`src/rtl/data_bus_adapter.sv`:
```
// Bridges the single-cycle core's combinational load/store port to a multi-cycle
// valid/ready memory port: one word-aligned request per access, core stalled until done.
module data_bus_adapter (
    input  logic        clock,
    input  logic        reset,
    input  logic [31:0] core_address,
    input  logic [31:0] core_write_data,
    input  logic [2:0]  core_format,
    input  logic        core_read_enable,
    input  logic        core_write_enable,
    output logic [31:0] core_data_fetched,
    output logic        core_stall,
    output logic        access_fault,
    output logic        mem_req_valid,
    input  logic        mem_req_ready,
    output logic        mem_req_write,
    output logic [31:0] mem_address,
    output logic [3:0]  mem_byte_enable,
    output logic [31:0] mem_write_data,
    input  logic        mem_resp_valid,
    input  logic [31:0] mem_resp_data
);

    typedef enum logic [1:0] {IDLE, REQUEST, WAIT_RESP, DONE} state_t;

    state_t      state, state_next;
    logic [1:0]  offset_q;
    logic [2:0]  format_q;
    logic        fault_q;
    logic        access_req;
    logic        illegal;
    logic [3:0]  store_enable;
    logic [31:0] store_data;
    logic [31:0] shifted;
    logic [31:0] load_word;

    assign access_req    = core_read_enable | core_write_enable;
    assign core_stall    = access_req & (state != DONE);
    assign mem_req_valid = (state == REQUEST);
    assign access_fault  = (state == DONE) & fault_q;

    always_comb begin
        illegal = 1'b0;
        case (core_format)
            3'b000, 3'b100: illegal = 1'b0;
            3'b001, 3'b101: illegal = core_address[0];
            3'b010:         illegal = |core_address[1:0];
            default:        illegal = 1'b1;
        endcase
        // Only signed/plain widths are meaningful for stores.
        if (core_write_enable && core_format[2])
            illegal = 1'b1;
    end

    always_comb begin
        store_enable = 4'b1111;
        store_data   = core_write_data;
        case (core_format[1:0])
            2'b00: begin
                store_enable = 4'b0001 << core_address[1:0];
                store_data   = {4{core_write_data[7:0]}};
            end
            2'b01: begin
                store_enable = core_address[1] ? 4'b1100 : 4'b0011;
                store_data   = {2{core_write_data[15:0]}};
            end
            default: begin
                store_enable = 4'b1111;
                store_data   = core_write_data;
            end
        endcase
    end

    assign shifted = mem_resp_data >> {offset_q, 3'b000};

    always_comb begin
        load_word = shifted;
        case (format_q)
            3'b000:  load_word = {{24{shifted[7]}}, shifted[7:0]};
            3'b001:  load_word = {{16{shifted[15]}}, shifted[15:0]};
            3'b100:  load_word = {24'd0, shifted[7:0]};
            3'b101:  load_word = {16'd0, shifted[15:0]};
            default: load_word = shifted;
        endcase
    end

    always_comb begin
        state_next = state;
        case (state)
            IDLE:      if (access_req) state_next = illegal ? DONE : REQUEST;
            REQUEST:   if (mem_req_ready) state_next = mem_req_write ? DONE : WAIT_RESP;
            WAIT_RESP: if (mem_resp_valid) state_next = DONE;
            DONE:      state_next = IDLE;
            default:   state_next = IDLE;
        endcase
    end

    always_ff @(posedge clock) begin
        if (!reset) begin
            state             <= IDLE;
            offset_q          <= '0;
            format_q          <= '0;
            fault_q           <= 1'b0;
            mem_req_write     <= 1'b0;
            mem_address       <= '0;
            mem_byte_enable   <= '0;
            mem_write_data    <= '0;
            core_data_fetched <= '0;
        end else begin
            state <= state_next;
            if (state == IDLE && access_req) begin
                offset_q <= core_address[1:0];
                format_q <= core_format;
                fault_q  <= illegal;
                // Faulted accesses leave the memory-side request registers untouched.
                if (illegal) begin
                    if (!core_write_enable)
                        core_data_fetched <= '0;
                end else begin
                    mem_req_write   <= core_write_enable;
                    mem_address     <= {core_address[31:2], 2'b00};
                    mem_byte_enable <= core_write_enable ? store_enable : 4'b1111;
                    if (core_write_enable)
                        mem_write_data <= store_data;
                end
            end
            if (state == WAIT_RESP && mem_resp_valid)
                core_data_fetched <= load_word;
        end
    end

endmodule
```
`config.mk`:
```
export PLATFORM = sky130hd
export DESIGN_NAME = data_bus_adapter
export DESIGN_NICKNAME = d
export VERILOG_FILES = /design/src/rtl/data_bus_adapter.sv
export SDC_FILE = /design/constraint.sdc
export NUM_CORES = 1
export LEC_CHECK = 0
export BUFFER_PORTS_ARGS = -buffer_cell sky130_fd_sc_hd__buf_2
export CAP_MARGIN = 20
export CORE_ASPECT_RATIO = 1.2
export CORE_MARGIN = 2
export CORE_UTILIZATION = 51
export CTS_CLUSTER_SIZE = 40
export DETAILED_ROUTE_END_ITERATION = 6
export PLACE_DENSITY = 0.85
export SLEW_MARGIN = 15
export SYNTH_ARGS = -nofsm -noshare
export SYNTH_HDL_FRONTEND = slang
export SYNTH_SLANG_ARGS = --single-unit
```
`constraint.sdc`:
```
create_clock -name clock -period 5.5 [get_ports clock]
set_input_delay 1.1 -clock clock [delete_from_list [all_inputs] [get_ports clock]]
set_output_delay 1.1 -clock clock [all_outputs]
set_load 0.02 [all_outputs]
```
==> results.json, run 1 <==
{
  "status": "completed",
  "synth_cell_type_count": 37,
  "worst-path-buf-inv": 2,
  "finalSetupViolCount": 0,
  "p_per_area_nw_per_um2": 373,
  "arrival_ns": 3.19,
  "fillCellCount": 777,
  "grt-ovfl-total": 0,
  "met1_usage": 0.288,
  "first_pass_iters": 4,
  "start_kind": "primary input",
  "synth_top_area_cell": "dfxtp_1",
  "skew_ns": 0.0101,
  "dp_hpwl_um": 9690,
  "synth-main-ff-cell": "dfxtp_1",
  "timing.max_slew.rel_slack": 0.269,
  "ys_ff_latch": 107,
  "cap_viol_max_count": 0,
  "finalCritPeriodShare": 0.533,
  "crit_slowest_cell": "o311a_1",
  "ys_seq_area_frac": 0.444,
  "synth_most_common_cell": "dfxtp_1",
  "synth_top_cell_area_share": 0.444,
  "drive_gt1_frac": 0.351,
  "htree_num_levels": 3,
  "dieArea_um2": 10300,
  "synthArstFlopShare": 0,
  "groute.layer.met3.usage": 0.0484,
  "pre_cts_slack_ns": 1.96,
  "grt_antenna_before_repair": 0,
  "grt_usage": 0.246,
  "critical_path.max_stage_delay_ns": 0.54,
  "cts_tree": "yes",
  "synth_area_leaders": "dfxtp_1 44%, nand3_1 9.5%, mux2i_1 8.1%",
  "critPathCaptureType": "flip-flop",
  "criticalPathCategory": "in2reg",
  "core_um2": 9130,
  "finalHoldViolCount": 0,
  "grt_pass1_wl_um": 20600,
  "finalSetupTns_ns": 0,
  "io_buffer_count": 206,
  "cts_resized": 0,
  "cts.sinks": 107,
  "clk_pin_slew_worst_paths_ns": 0.10,
  "syn_inst": 542,
  "crit_family": "compound AO/OA/AOI/OAI gates",
  "top_usage_layer": "met2",
  "die_width_um": 92.8,
  "holdWs_ns": 0.454,
  "grt_max_degree": 123,
  "post_drt_wl_per_cell_um": 15.5,
  "nets": 825,
  "drc": 0,
  "ir_drop_uv": 227,
  "slew_viol_final": 0,
  "synth_warnings": 0,
  "fin_ws_ns": 2.57,
  "dpl.cell_count": 823,
  "cp.required_ns": 5.76,
  "first_iter_violations": 213,
  "p_leak_uw": 0.00317,
  "first_global_vias": 4312,
  "fp-row-count": 38,
  "wl_um": 13100,
  "tightest_slew_ns": 1.10,
  "syn_area_per_cell_um2": 8.90,
  "start_util": 0.529,
  "synth_commonest_cells": "107 x dfxtp_1, 92 x nand3_1, 77 x nand2_1, 39 x mux2i_1, 37 x o21ai_0",
  "cp_common_cell": "a221o_2",
  "syn2layout_area_growth_pct": 26.8,
  "die_h_um": 111,
  "hp-class": "reg2reg",
  "io_pins": 209,
  "finalWeightedCongestion": 0.853,
  "diodes": 0,
  "synth_area_um2": 4830,
  "dr_total_vias": 4660,
  "cts_buffers": 9,
  "clock.fmax_mhz": 341,
  "clk_latency_ns": 0.37,
  "rsz0062_at_grt": "false",
  "path_cells": "buf_2 -> a221o_2 -> nand2_1 -> o311a_1 -> buf_16 -> a221o_2",
  "layoutNonFillerInstCount": 841,
  "period_needed_ns": 2.93,
  "ctsHoldBuffers": 0,
  "worstPathMaxFanout": 36,
  "grt.met2_usage": 0.439,
  "cts_root_buf": "clkbuf_8",
  "vias_per_cell": 5.54,
  "synth_edf_count": 0,
  "post_cts_buffers": 0,
  "route.antenna.remaining_nets": 0,
  "clk_path_buf_depth": 2
}
[worst paths after layout]
path	end	slack, ns	startpoint	depth (start not counted)
worst max-delay path	core_data_fetched[21]$_SDFFE_PN0P_	2.57	core_format[1]	6
worst min register to register	mem_address[12]$_SDFFE_PN0P_	0.45	mem_address[12]$_SDFFE_PN0P_	2
worst max register to register	core_data_fetched[25]$_SDFFE_PN0P_	2.87	state[0]$_SDFFE_PN0P_	6
worst min-delay path	mem_address[12]$_SDFFE_PN0P_	0.45	mem_address[12]$_SDFFE_PN0P_	2
[kinds of logic after synthesis]
logic type,Yosys count,synth area share
compound gates,120,0.180
buf+inv,53,0.0503
flops,107,0.444
mux,48,0.107
simple gates,209,0.208
other cells,1,0.000777
fa+ha+maj,4,0.0104
[tightest hold or removal path, delay by kind of cell, from the launching register on]
| family | cells | cell delay (ns) |
|---|---|---|
| AND/OR/NAND/NOR | 2 | 0.10 |
| flip-flops | 1 | 0.32 |
[cell usage in the layout, fill, tap and decap left out, types with 2 or more instances in the layout]
cell type,netlist,routed
buf_2,14,205
dfxtp_1,107,107
nand3_1,92,92
nand2_1,77,77
mux2i_1,39,39
o21ai_0,37,37
a21oi_1,24,22
o211a_1,17,17
o2bb2ai_1,15,15
nor2_1,12,12
nor2b_1,11,11
a221o_2,10,10
clkbuf_8,0,9
a221o_1,7,7
mux2_2,7,7
nand3b_1,7,7
buf_4,3,5
ha_1,4,4
inv_1,3,3
a21o_1,3,3
nand2b_1,3,3
bufinv_16,0,3
mux4_2,2,2
o21bai_1,2,2
a211o_1,2,2
conb_1,1,2
clkinvlp_4,0,2
[power by group]
part           total, uW  switching, uW  internal [uW]
Combinational        738            450            288
Clock                580            274            306
Sequential           963           77.4            885
[final cells by class]
cell class	count	area [um^2]	share of cell area
clock buffers	9	124	0.0202
clock inverters	7	125	0.0204
inverters	3	11.3	0.00184
multi-input cells	383	2460	0.402
flip-flops and latches	107	2140	0.350
well taps	120	150	0.0245
repair buffers	212	1110	0.181
[registers in the layout, summed over array words and instances, names as in the netlist]
signal	flops
state	2
offset_q	2
format_q	3
mem_write_data	32
mem_req_write	1
core_data_fetched	32
mem_address	30
fault_q	1
mem_byte_enable	4
[metrics by stage]
| stage | total power (uW) | util | cell area [um^2] |
|---|---|---|---|
| 6_report | 2280 | 0.670 | 6120 |
| 3_5_place_dp | 1700 | 0.637 | 5820 |
| 5_1_grt | 2400 | 0.670 | 6120 |
| 3_3_place_gp | 1680 | 0.637 | 5820 |
| 2_1_floorplan | 1480 | - | 4830 |
| 4_1_cts | 2280 | 0.665 | 6070 |
[per-layer routing]
metal / vias to the layer above / routed length, um / part of all wire
met5: - / 0 / 0
met4: 0 / 252 / 0.019
met3: 24 / 970 / 0.074
met2: 202 / 6610 / 0.51
met1: 2152 / 5240 / 0.40
li1: 2282 / - / -
No activity file was read; power rests on OpenSTA's default activity.
==> run 2: changes to the inputs <==
--- a/config.mk
+++ b/config.mk
@@ -9,10 +9,10 @@
 export CAP_MARGIN = 20
 export CORE_ASPECT_RATIO = 1.2
 export CORE_MARGIN = 2
-export CORE_UTILIZATION = 51
+export CORE_UTILIZATION = 43
 export CTS_CLUSTER_SIZE = 40
 export DETAILED_ROUTE_END_ITERATION = 6
-export PLACE_DENSITY = 0.85
+export PLACE_DENSITY = 0.76
 export SLEW_MARGIN = 15
 export SYNTH_ARGS = -nofsm -noshare
 export SYNTH_HDL_FRONTEND = slang
==> constraint.sdc (replaced) <==
create_clock -name clock -period 2.6 [get_ports clock]
set_input_delay 0.52 -clock clock [delete_from_list [all_inputs] [get_ports clock]]
set_output_delay 0.52 -clock clock [all_outputs]
set_load 0.02 [all_outputs]
==> results.json, run 2 (synthesis gave the netlist of run 1 again) <==
{
  "status": "completed",
  "nets": 834,
  "die_h_um": 120,
  "place_area_um2": 5950,
  "hp-class": "in2reg",
  "multi_input_area_um2": 2450,
  "p_leak_uw": 0.00323,
  "dieArea_um2": 12100,
  "finalPower_uw": 4970,
  "grt-ovfl-total": 0,
  "criticalPathCategory": "reg2reg",
  "clk_latency_ns": 0.34,
  "crit_family": "simple AND/OR/NAND/NOR gates",
  "arrival_ns": 2.35,
  "ctsHoldBuffers": 0,
  "grt_pass1_wl_um": 20700,
  "grt_antenna_before_repair": 0,
  "finalCritPeriodShare": 0.800,
  "clk_pin_slew_worst_paths_ns": 0.07,
  "timing.max_slew.rel_slack": 0.454,
  "period_needed_ns": 2.08,
  "start_kind": "flip-flop",
  "grt_usage": 0.215,
  "post-route-util": 0.569,
  "worst-path-buf-inv": 0,
  "holdWs_ns": 0.396,
  "io_pins": 209,
  "cap_viol_max_count": 0,
  "final_cell_mix": "205 x buf_2, 107 x dfxtp_1, 92 x nand3_1, 77 x nand2_1, 39 x mux2i_1",
  "dr_total_vias": 4640,
  "worstPathMaxFanout": 14,
  "post_cts_buffers": 0,
  "skew_ns": 0.00772,
  "critical_path.max_stage_delay_ns": 0.68,
  "ir_drop_uv": 415,
  "seqCellArea_um2": 2140,
  "rsz0062_at_grt": "false",
  "slew_viol_final": 0,
  "first_pass_iters": 4,
  "cts_tree": "yes",
  "wl_um": 13400,
  "finalSetupTns_ns": 0,
  "start_util": 0.439,
  "drc": 0,
  "cts.sinks": 107,
  "finalSetupViolCount": 0,
  "cp.required_ns": 2.86,
  "cts_root_buf": "clkbuf_16",
  "die_width_um": 101,
  "io_buffer_count": 206,
  "fp-row-count": 42,
  "tightest_slew_ns": 0.817,
  "htree_num_levels": 3,
  "first_iter_violations": 138,
  "cts_buffers": 9,
  "vias_per_cell": 5.39,
  "route.antenna.remaining_nets": 0,
  "post_drt_wl_per_cell_um": 15.5,
  "crit_slowest_cell": "nor3b_1",
  "finalWeightedCongestion": 0.859,
  "critPathCaptureType": "flip-flop",
  "fillCellCount": 1012,
  "finalHoldViolCount": 0,
  "r2r_setup_slack_ns": 0.52,
  "core_um2": 11000,
  "first_global_vias": 4397,
  "final_common_cell": "buf_2",
  "p_per_area_nw_per_um2": 795,
  "dp_hpwl_um": 10100,
  "stdcell_area_um2": 6250,
  "path_cells": "mux4_2 -> nor3b_1 -> a21oi_1 -> o2bb2ai_1",
  "diodes": 0,
  "grt_max_degree": 63,
  "drive_gt1_frac": 0.357,
  "cts_resized": 0,
  "clock.fmax_mhz": 481,
  "top_regs": "core_data_fetched: 32 flops, mem_write_data: 32 flops, mem_address: 30 flops",
  "clk_path_buf_depth": 2,
  "syn2layout_area_growth_pct": 29.5
}
==> run 2: cell types whose count changed in the layout (fill, tap and decap cells not counted), moves of 2 or more <==
| cell | delta |
|---|---|
| clkbuf_16 | +9 |
| buf_4 | +8 |
| clkbuf_8 | -8 |
| buf_12 | +3 |
| bufinv_16 | -2 |
==> run 2: area by class of cell <==
type                            count  area share
Clock buffer                       11      0.0388
Clock inverter                      4     0.00821
Inverter                            3     0.00180
Multi-Input combinational cell    383       0.392
Sequential cell                   107       0.343
Tap cell                          132      0.0264
Timing Repair Buffer              221       0.189
==> run 2: power breakdown <==
| group | internal (uW) | switching (uW) |
|---|---|---|
| Combinational | 632 | 956 |
| Clock | 768 | 577 |
| Sequential | 1870 | 162 |
| Total | 3270 | 1700 |
==> run 2: worst paths after layout <==
kind / start / end / cells past startpoint
setup / recovery: offset_q[1]$_SDFFE_PN0P_ / core_data_fetched[10]$_SDFFE_PN0P_ / 4
hold / removal: core_address[22] / mem_address[22]$_SDFFE_PN0P_ / 3
setup reg to reg: offset_q[1]$_SDFFE_PN0P_ / core_data_fetched[10]$_SDFFE_PN0P_ / 4
hold reg to reg: mem_address[14]$_SDFFE_PN0P_ / mem_address[14]$_SDFFE_PN0P_ / 2
==> run 2: metal layers <==
metal	vias up	wire [um]	track usage
met3	24	923	0.0530
met5	-	0	0
met4	0	339	0.104
li1	2309	-	-
met1	2127	5400	0.251
met2	180	6700	0.365
==> run 2: worst min-delay path: stages <==
cell	delay [ns]
buf_2	0.07
nand3_1	0.05
nand2_1	0.06
==> run 2: through the flow <==
stage | instances | setup slack, ns
floorplan | 543 | 0.680
global placement | 846 | 0.334
detailed placement | 846 | 0.320
CTS | 861 | 0.499
global route | 861 | 0.208
finish | 861 | 0.520
==> run 3: changes to the inputs <==
--- a/config.mk
+++ b/config.mk
@@ -9,10 +9,10 @@
 export CAP_MARGIN = 20
 export CORE_ASPECT_RATIO = 1.2
 export CORE_MARGIN = 2
-export CORE_UTILIZATION = 43
+export CORE_UTILIZATION = 48
 export CTS_CLUSTER_SIZE = 40
 export DETAILED_ROUTE_END_ITERATION = 6
-export PLACE_DENSITY = 0.76
+export PLACE_DENSITY = 0.81
 export SLEW_MARGIN = 15
 export SYNTH_ARGS = -nofsm -noshare
 export SYNTH_HDL_FRONTEND = slang
==> constraint.sdc (replaced) <==
create_clock -name clock -period 2.2 [get_ports clock]
set_input_delay 0.44 -clock clock [delete_from_list [all_inputs] [get_ports clock]]
set_output_delay 0.44 -clock clock [all_outputs]
set_load 0.02 [all_outputs]
==> results.json, run 3 (synthesis gave the netlist of run 1 again) <==
{
  "status": "completed",
  "layoutNonFillerInstCount": 856,
  "rsz0062_at_grt": "false",
  "timing.max_slew.rel_slack": 0.426,
  "drc": 0,
  "arrival_ns": 2.17,
  "first_global_vias": 4326,
  "slew_viol_final": 0,
  "cts.sinks": 107,
  "finalWeightedCongestion": 0.855,
  "route.antenna.remaining_nets": 0,
  "cts_tree": "yes",
  "power_frac_seq": 0.405,
  "tightest_slew_ns": 0.859,
  "post_drt_wl_per_cell_um": 15.9,
  "p_sw_uw": 2010,
  "top_regs": "core_data_fetched: 32 flops, mem_write_data: 32 flops, mem_address: 30 flops",
  "dieArea_um2": 10900,
  "clk_latency_ns": 0.34,
  "start_util": 0.487,
  "first_pass_iters": 6,
  "nets": 835,
  "finalSetupViolCount": 0,
  "die_h_um": 114,
  "wl_um": 13600,
  "critPathCaptureType": "flip-flop",
  "diodes": 0,
  "io_pins": 209,
  "final_cell_mix": "205 x buf_2, 107 x dfxtp_1, 92 x nand3_1, 77 x nand2_1, 39 x mux2i_1",
  "criticalPathCategory": "reg2reg",
  "worstPathMaxFanout": 8,
  "fp-row-count": 40,
  "finalHoldViolCount": 0,
  "hp-class": "in2reg",
  "die_width_um": 95.5,
  "drive_gt1_frac": 0.356,
  "grt-ovfl-total": 0,
  "syn2layout_area_growth_pct": 30.0,
  "r2r_setup_slack_ns": 0.30,
  "finalSetupTns_ns": 0,
  "skew_ns": 0.00774,
  "htree_num_levels": 3,
  "p_int_uw": 3910,
  "grt_max_degree": 112,
  "p_leak_uw": 0.00325,
  "period_needed_ns": 1.90,
  "finalCritPeriodShare": 0.865,
  "grt_antenna_before_repair": 0,
  "seqCellArea_um2": 2140,
  "vias_per_cell": 5.53,
  "clkPwrFrac": 0.271,
  "dp_hpwl_um": 10200,
  "cp.required_ns": 2.47,
  "cts_buffers": 9,
  "clock.fmax_mhz": 526,
  "clk_pin_slew_worst_paths_ns": 0.07,
  "combPwrFrac": 0.324,
  "cts_resized": 0,
  "cts_root_buf": "clkbuf_16",
  "p_sw_frac": 0.339,
  "start_kind": "flip-flop",
  "io_buffer_count": 206,
  "final_common_cell": "buf_2",
  "cap_viol_max_count": 0,
  "core_um2": 9910,
  "dr_total_vias": 4730,
  "grt_pass1_wl_um": 20900,
  "ctsHoldBuffers": 0,
  "ir_drop_uv": 492,
  "grt_usage": 0.240,
  "p_per_area_nw_per_um2": 944,
  "post_cts_buffers": 0,
  "fillCellCount": 852,
  "clk_path_buf_depth": 2,
  "multi_input_area_um2": 2450,
  "first_iter_violations": 241,
  "dpl.cell_count": 841
}
-- run 3: cell types whose count changed in the layout (fill, tap and decap cells not counted), sizes merged --
cell,change
clkbuf,+2
buf,+1
clkinv,-1
clkinvlp,-1
-- run 3: routing by layer --
| layer | share of wire | vias up | GRT usage |
|---|---|---|---|
| met5 | 0 | - | 0 |
| met4 | 0.016 | 0 | 0.0800 |
| met3 | 0.085 | 16 | 0.0561 |
| met2 | 0.51 | 190 | 0.429 |
| met1 | 0.39 | 2215 | 0.279 |
| li1 | - | 2309 | - |
-- run 3: path summary, 6_finish.rpt --
check                               from                           endpoint  depth (start not counted)
max             offset_q[0]$_SDFFE_PN0P_  core_data_fetched[8]$_SDFFE_PN0P_                          4
min reg2reg  mem_address[9]$_SDFFE_PN0P_        mem_address[9]$_SDFFE_PN0P_                          2
max reg2reg     offset_q[0]$_SDFFE_PN0P_  core_data_fetched[8]$_SDFFE_PN0P_                          4
min                     core_address[22]       mem_address[22]$_SDFFE_PN0P_                          3
-- run 3: power by group through the flow --
stage | logic (uW) | clock network (uW) | registers (uW)
2_1_floorplan | 1020 | 0 | 2680
3_3_place_gp | 1870 | 0 | 2420
3_5_place_dp | 1920 | 0 | 2440
4_1_cts | 1920 | 1630 | 2400
5_1_grt | 2090 | 1700 | 2430
6_report | 1920 | 1610 | 2400
-- run 3: final cells by class --
cell class / instances / area share
multi-input cells: 383 / 0.391
flip-flops and latches: 107 / 0.341
repair buffers: 222 / 0.194
clock buffers: 13 / 0.0415
well taps: 126 / 0.0251
clock inverters: 2 / 0.00558
inverters: 3 / 0.00179
-- run 3: worst max-delay path, stage by stage, from the launching register on --
cell and delay [ns]:
dfxtp_1 0.50, mux4_2 0.27, nor3b_1 0.71, a21oi_1 0.16
o2bb2ai_1 0.18
-- run 3: metrics by stage --
stage / setup slack (ns) / total power (uW) / util / hold slack, ns / area, um^2
4_1_cts: 0.327 / 5950 / 0.633 / 0.308 / 6270
6_report: 0.298 / 5920 / 0.633 / 0.313 / 6270
5_1_grt: 0.0931 / 6220 / 0.633 / 0.316 / 6270
2_1_floorplan: 0.360 / 3700 / - / 0.510 / 4830
3_5_place_dp: 0.175 / 4350 / 0.603 / 0.440 / 5980
3_3_place_gp: 0.217 / 4290 / 0.603 / 0.433 / 5980
